--- src/rtl/rif_regfile.sv ---
// rif_regfile: RIF-side register bank with ID, scratch, control, down-counting timer and W1C irq.
// Optional feature: define RIF_REGFILE_LOCK_EN for a sticky CTRL[31] LOCK that blocks config writes.
module rif_regfile #(
    parameter int unsigned ADDR_WIDTH  = 12,
    parameter int unsigned DATA_WIDTH  = 32,
    parameter int unsigned IRQ_NUM     = 7,
    parameter int unsigned TIMER_WIDTH = 32,
    parameter logic [31:0] ID_VALUE    = 32'hA11C_0001
) (
    input  logic                  HCLK,
    input  logic                  HRESET,
    input  logic [ADDR_WIDTH-1:0] rif_addr,
    output logic                  rif_addr_valid,
    input  logic                  rif_wr_req,
    input  logic                  rif_rd_req,
    input  logic [3:0]            rif_wstrb,
    input  logic [DATA_WIDTH-1:0] rif_wdata,
    output logic [DATA_WIDTH-1:0] rif_rdata,
    input  logic [IRQ_NUM-1:0]    irq_src,
    output logic                  irq
);

    localparam logic [2:0] RegId     = 3'd0;
    localparam logic [2:0] RegScr    = 3'd1;
    localparam logic [2:0] RegCtrl   = 3'd2;
    localparam logic [2:0] RegStatus = 3'd3;
    localparam logic [2:0] RegMask   = 3'd4;
    localparam logic [2:0] RegLoad   = 3'd5;
    localparam logic [2:0] RegValue  = 3'd6;

    function automatic logic [31:0] byte_merge(input logic [31:0] cur, input logic [31:0] wd,
                                               input logic [3:0] be);
        logic [31:0] res;
        for (int b = 0; b < 4; b++) begin
            res[8*b +: 8] = be[b] ? wd[8*b +: 8] : cur[8*b +: 8];
        end
        return res;
    endfunction

    logic [31:0]            scratch_q, scratch_d;
    logic                   en_q, en_d;
    logic                   ar_q, ar_d;
    logic [IRQ_NUM:0]       status_q, status_d;
    logic [IRQ_NUM:0]       mask_q, mask_d;
    logic [TIMER_WIDTH-1:0] load_q, load_d;
    logic [TIMER_WIDTH-1:0] value_q, value_d;
    logic [IRQ_NUM-1:0]     irq_src_q;
    logic                   irq_q;

    logic [2:0]  word;
    logic        decoded;
    logic        hit;
    logic        wr_scr, wr_ctrl, wr_status, wr_mask, wr_load;
    logic        expire;
    logic [31:0] ctrl_rd, status_rd, mask_rd, load_rd, value_rd;
    logic [31:0] ctrl_new, mask_new, load_new, w1c_bits;

    assign word    = rif_addr[4:2];
    assign decoded = (rif_addr[ADDR_WIDTH-1:5] == '0) && (word != 3'd7);

`ifdef RIF_REGFILE_LOCK_EN
    logic lock_q, lock_d;
    logic locked_wr;

    // Locked config writes miss so the adapter answers with an error response.
    assign locked_wr = lock_q && rif_wr_req
                       && (word == RegCtrl || word == RegMask || word == RegLoad);
    assign hit       = decoded && !locked_wr;
    assign lock_d    = lock_q | (wr_ctrl & ctrl_new[31]);
`else
    assign hit = decoded;
`endif

    assign rif_addr_valid = hit;

    assign wr_scr    = rif_wr_req && hit && (word == RegScr);
    assign wr_ctrl   = rif_wr_req && hit && (word == RegCtrl);
    assign wr_status = rif_wr_req && hit && (word == RegStatus);
    assign wr_mask   = rif_wr_req && hit && (word == RegMask);
    assign wr_load   = rif_wr_req && hit && (word == RegLoad);

    always_comb begin
        ctrl_rd                       = '0;
        ctrl_rd[0]                    = en_q;
        ctrl_rd[1]                    = ar_q;
`ifdef RIF_REGFILE_LOCK_EN
        ctrl_rd[31]                   = lock_q;
`endif
        status_rd                     = '0;
        status_rd[IRQ_NUM:0]          = status_q;
        mask_rd                       = '0;
        mask_rd[IRQ_NUM:0]            = mask_q;
        load_rd                       = '0;
        load_rd[TIMER_WIDTH-1:0]      = load_q;
        value_rd                      = '0;
        value_rd[TIMER_WIDTH-1:0]     = value_q;
    end

    assign ctrl_new = byte_merge(ctrl_rd, rif_wdata, rif_wstrb);
    assign mask_new = byte_merge(mask_rd, rif_wdata, rif_wstrb);
    assign load_new = byte_merge(load_rd, rif_wdata, rif_wstrb);
    assign w1c_bits = byte_merge(32'h0, rif_wdata, rif_wstrb);

    always_comb begin
        rif_rdata = '0;
        if (hit) begin
            case (word)
                RegId:     rif_rdata = ID_VALUE;
                RegScr:    rif_rdata = scratch_q;
                RegCtrl:   rif_rdata = ctrl_rd;
                RegStatus: rif_rdata = status_rd;
                RegMask:   rif_rdata = mask_rd;
                RegLoad:   rif_rdata = load_rd;
                RegValue:  rif_rdata = value_rd;
                default:   rif_rdata = '0;
            endcase
        end
    end

    assign expire = en_q && (value_q == '0);

    always_comb begin
        en_d      = en_q;
        ar_d      = ar_q;
        value_d   = value_q;
        scratch_d = wr_scr ? byte_merge(scratch_q, rif_wdata, rif_wstrb) : scratch_q;
        mask_d    = wr_mask ? mask_new[IRQ_NUM:0] : mask_q;
        load_d    = wr_load ? load_new[TIMER_WIDTH-1:0] : load_q;

        if (wr_ctrl && !en_q && ctrl_new[0]) begin
            value_d = load_q;
        end else if (expire) begin
            if (ar_q) value_d = load_q;
            else      en_d    = 1'b0;
        end else if (en_q) begin
            value_d = value_q - TIMER_WIDTH'(1);
        end else if (wr_load) begin
            value_d = load_new[TIMER_WIDTH-1:0];
        end
        // A CTRL write overrides the one-shot hardware EN clear.
        if (wr_ctrl) begin
            en_d = ctrl_new[0];
            ar_d = ctrl_new[1];
        end

        // Set events are applied after the clear so a coincident edge keeps the bit.
        status_d = status_q & ~(wr_status ? w1c_bits[IRQ_NUM:0] : '0);
        status_d = status_d | {irq_src & ~irq_src_q, expire};
    end

    always_ff @(posedge HCLK or posedge HRESET) begin
        if (HRESET) begin
            scratch_q <= '0;
            en_q      <= 1'b0;
            ar_q      <= 1'b0;
            status_q  <= '0;
            mask_q    <= '0;
            load_q    <= '0;
            value_q   <= '0;
            irq_src_q <= '0;
            irq_q     <= 1'b0;
        end else begin
            scratch_q <= scratch_d;
            en_q      <= en_d;
            ar_q      <= ar_d;
            status_q  <= status_d;
            mask_q    <= mask_d;
            load_q    <= load_d;
            value_q   <= value_d;
            irq_src_q <= irq_src;
            irq_q     <= |(status_q & mask_q);
        end
    end

`ifdef RIF_REGFILE_LOCK_EN
    always_ff @(posedge HCLK or posedge HRESET) begin
        if (HRESET) lock_q <= 1'b0;
        else        lock_q <= lock_d;
    end
`endif

    assign irq = irq_q;

    logic unused_bits;
    assign unused_bits = ^{rif_addr[1:0], rif_rd_req, ctrl_new, mask_new, load_new, w1c_bits};

endmodule

--- config.mk ---
export PLATFORM = sky130hd
export DESIGN_NAME = rif_regfile
export DESIGN_NICKNAME = d
export VERILOG_FILES = /design/src/rtl/rif_regfile.sv
export SDC_FILE = /design/constraint.sdc
export NUM_CORES = 1
export LEC_CHECK = 0
export BUFFER_PORTS_ARGS = -buffer_cell sky130_fd_sc_hd__clkbuf_2
export CAP_MARGIN = 20
export CORE_MARGIN = 5
export CORE_UTILIZATION = 40
export CTS_CLUSTER_SIZE = 28
export DETAILED_ROUTE_END_ITERATION = 12
export GPL_TIMING_DRIVEN = 0
export SKIP_CTS_REPAIR_TIMING = 1
export SYNTH_ARGS = -nofsm -noshare
export SYNTH_HDL_FRONTEND = slang
export SYNTH_SLANG_ARGS = --single-unit
--- constraint.sdc ---
create_clock -name HCLK -period 7.7 [get_ports HCLK]
set_input_delay 0.385 -clock HCLK [delete_from_list [all_inputs] [get_ports HCLK]]
set_output_delay 0.385 -clock HCLK [all_outputs]
set_load 0.03 [all_outputs]
==> summary.md <==
| Metric | Value |
|---|---|
| Seq/Total Area, Yosys | `41.5%` |
| Antenna violations before repair | `1` |
| Crit path time final | `3.50 ns` |
| Gate Count Post-Synth | `761` |
| Final Wtd Congestion | `0.946` |
| Failing checks | `negative hold slack` |
| Critical path launch point | `rif_addr[2]` |
| Post-synthesis instance area | `0.00735 sq mm` |
| DIE AREA | `0.0212 sq mm` |
| Mean Syn Cell Area | `9.66 sq um` |
| Setup TNS | `0 ns` |
| R2r endpoint | `value_q[29]$_DFFE_PP0P_` |
| RSZ-0062 raised after global routing | `no` |
| Clock tree sinks | `122` |
| Origin of the critical flop-to-flop path | `value_q[18]$_DFFE_PP0P_` |
| # rows | `49` |
| Cts bufs inserted | `17` |
| Unique masters post-synth | `65` |
| Placed cell areas | `0.00811 sq mm` |
| Final total power | `2.19 mW` |
| First-pass GRT wire length | `37.5 mm` |
| Final HPWL DP | `17.0 mm` |
| Largest cells by area after synthesis | `dfrtp_1 (42%), mux2_2 (13%), mux2i_1 (5.2%)` |
| Nets@finish | `929` |
| Final Cell Area | `0.00878 sq mm` |
| GRT Util Overall | `22.4%` |
| Relative slew slack | `16.0%` |
| Status | `finished with violations` |
| Post-route ant nets | `0` |
| Crit Path Class | `primary input to output pin` |
| Worst Setup Start Kind | `primary input` |
| Area growth from synthesis to final layout | `19.5%` |
| Core Box Area | `0.0180 sq mm` |
| Synth Area in Compound Gates | `16.6%` |
| EDFF count, synth | `0` |
| Hold crit path type | `primary input to async pin` |
| CTS tree | `done` |
| WP data required | `7.32 ns` |
| Largest net degree at the start of global routing | `67` |
| Crit path capture type | `output pin` |
| # DRC | `0` |
| Register area | `0.00305 sq mm` |
| Grt ovf | `0` |
| Worst IR drop on VDD | `0.165 mV` |
| DR pass1 iterations | `5` |
| Die height | `146 um` |
| Initial Util | `40.8%` |
| Vias in the first global route | `6,384` |
| Largest family of logic cells by synthesized area | `multiplexers` |
| Final Hold Viols | `3` |
| Yosys warns | `0` |
| Max Cap Violations | `0` |
| Drt wl/cell | `21.6 um` |
| CTS Root Cell | `clkbuf_16` |
| Synth Register Bits | `122` |
| Worst-path clk slew | `0.05 ns` |
| CTS Buffer Depth | `2` |
| Leak | `3.87 nW` |
| Final WS setup | `4.20 ns` |
| Yosys top cell by area | `dfrtp_1` |
| CP Capture Point | `rif_rdata[16]` |
| FF-to-FF path depth | `7` |
| Synth top cells by count | `dfrtp_1 (122), mux2_2 (84), nand2_1 (73), nor2_1 (72), a21oi_1 (61)` |
| Top_reg_cell synth | `dfrtp_1` |
| Post-synthesis mux area share | `18.4%` |
| Most common cell in the netlist | `dfrtp_1` |
| Final setup fails | `0` |
| Routed WL | `24.0 mm` |
| Pre-CTS setup slack | `4.28 ns` |
| Critical Path AT | `3.11 ns` |
| Port bufs | `88` |
| Crit path max fanout | `10` |
| Post-Syn Nets | `821` |
| Achievable Freq | `286 MHz` |
| Skew final | `0.00671 ns` |
| Adder-cell share of the synthesized area | `0.170%` |
| Tcrit/Tclk final | `45.4%` |
| Yosys top cell area share | `41.5%` |
| Simple-gate share of the synthesized area | `17.0%` |
| Post-Synth XOR/XNOR Area | `2.38%` |
| Power Density | `250 mW/mm^2` |
| WHS | `-0.00198 ns` |
| Total number of vias | `6,535` |
| Slew @ Worst Pin | `1.24 ns` |
| DR vias/cell | `5.88` |
| Slew Limit Fails | `0` |
| Fill cells | `1,764` |
| Htree depth | `4` |
| I/O Pins | `93` |
| Area of the multi-input gates | `0.00401 sq mm` |
| Skew-Pair Late Insertion Delay | `0.43 ns` |
| Share of cells above drive strength 1 | `26.6%` |
| Reg-to-reg slack, setup | `4.76 ns` |
| Asr flop ratio synth | `100%` |
| Initial DRC count | `614` |
| Die width | `146 um` |
==> report_power, final <==
part	internal, mW	leakage (nW)	switching (mW)
Clock	0.612	0.319	0.304
Sequential	0.721	1.56	0.134
Combinational	0.184	1.99	0.238
==> sequential cells by signal (all words and copies together) (netlist names), 7 cells and up <==
register / flops
irq_src_q: 7
load_q: 32
mask_q: 8
scratch_q: 32
status_q: 8
value_q: 32
==> logic make-up after synthesis <==
group | after synthesis
fa+ha+maj | 1
flops | 122
mux | 123
compound gates | 188
simple gates | 241
xor+xnor | 20
buf+inv | 66
==> through the flow <==
step           util (%)  instances  hold slack (ns)
6_report           48.7       1112         -0.00198
5_1_grt            48.7       1112           0.0515
4_1_cts            48.7       1111           0.0244
3_5_place_dp       45.0       1079            0.412
3_3_place_gp       44.8       1078            0.403
2_1_floorplan         -        761            0.400
==> worst min-delay path by stage <==
| stage | startpoint | to | slack [ns] |
|---|---|---|---|
| 2_1_floorplan | irq_src_q[0]$_DFF_PP0_ | status_q[1]$_DFF_PP0_ | 0.40 |
| 3_3_place_gp | irq_src_q[4]$_DFF_PP0_ | status_q[5]$_DFF_PP0_ | 0.40 |
| 3_5_place_dp | irq_src_q[1]$_DFF_PP0_ | status_q[2]$_DFF_PP0_ | 0.41 |
| 4_1_cts | HRESET | irq_src_q[1]$_DFF_PP0_ | 0.02 |
| 5_1_grt | HRESET | irq_src_q[1]$_DFF_PP0_ | 0.05 |
| 6_report | HRESET | irq_src_q[1]$_DFF_PP0_ | -0.002 |
==> metal layers <==
layer  track usage (%)  share of wire, %  routed length [um]  vias to the layer above
met3              4.64               6.4                1530                       34
li1                  -                 -                   -                     3028
met4              7.18               1.7                 419                        0
met2              34.7                47               11200                      260
met1              31.4                45               10800                     3213
met5                 0                 0                   0                        -
==> placed cells by master (no fill, tap or decap), types with 6 or more instances in the layout <==
cell type,count
a221oi_1,8
o22ai_1,9
mux2_2,84
o21ai_0,26
a22oi_1,15
a21oi_1,61
xor2_1,12
xnor2_1,8
mux2i_1,38
bufinv_16,6
nor2_1,72
nor4_1,10
o21ai_1,7
clkbuf_16,17
nand3_1,10
nand2_1,73
a31oi_1,8
dfrtp_1,122
buf_1,7
nor3_1,8
clkbuf_2,88
nor2b_1,12
a211oi_1,15
clkbuf_1,31
inv_1,16
nand4_1,8
o31ai_1,9
o22a_1,6
==> cell type report <==
class                           count  share of cell area, %
Antenna cell                        1                 0.0285
Buffer                             49                   2.55
Clock buffer                       19                   5.04
Clock inverter                     13                   2.54
Inverter                           17                  0.784
Multi-Input combinational cell    573                   45.7
Sequential cell                   122                   34.8
Tap cell                          229                   3.26
Timing Repair Buffer               89                   5.33
==> worst max-delay path, cell delays in order <==
cell and delay, ns:
clkbuf_2 0.13, clkbuf_1 0.29, nor2b_1 0.44, and2_1 0.21, clkbuf_1 0.44, buf_1 0.64, a21oi_1 0.18, nor2_1 0.15
clkbuf_2 0.23
No activity file was read; power rests on OpenSTA's default activity.
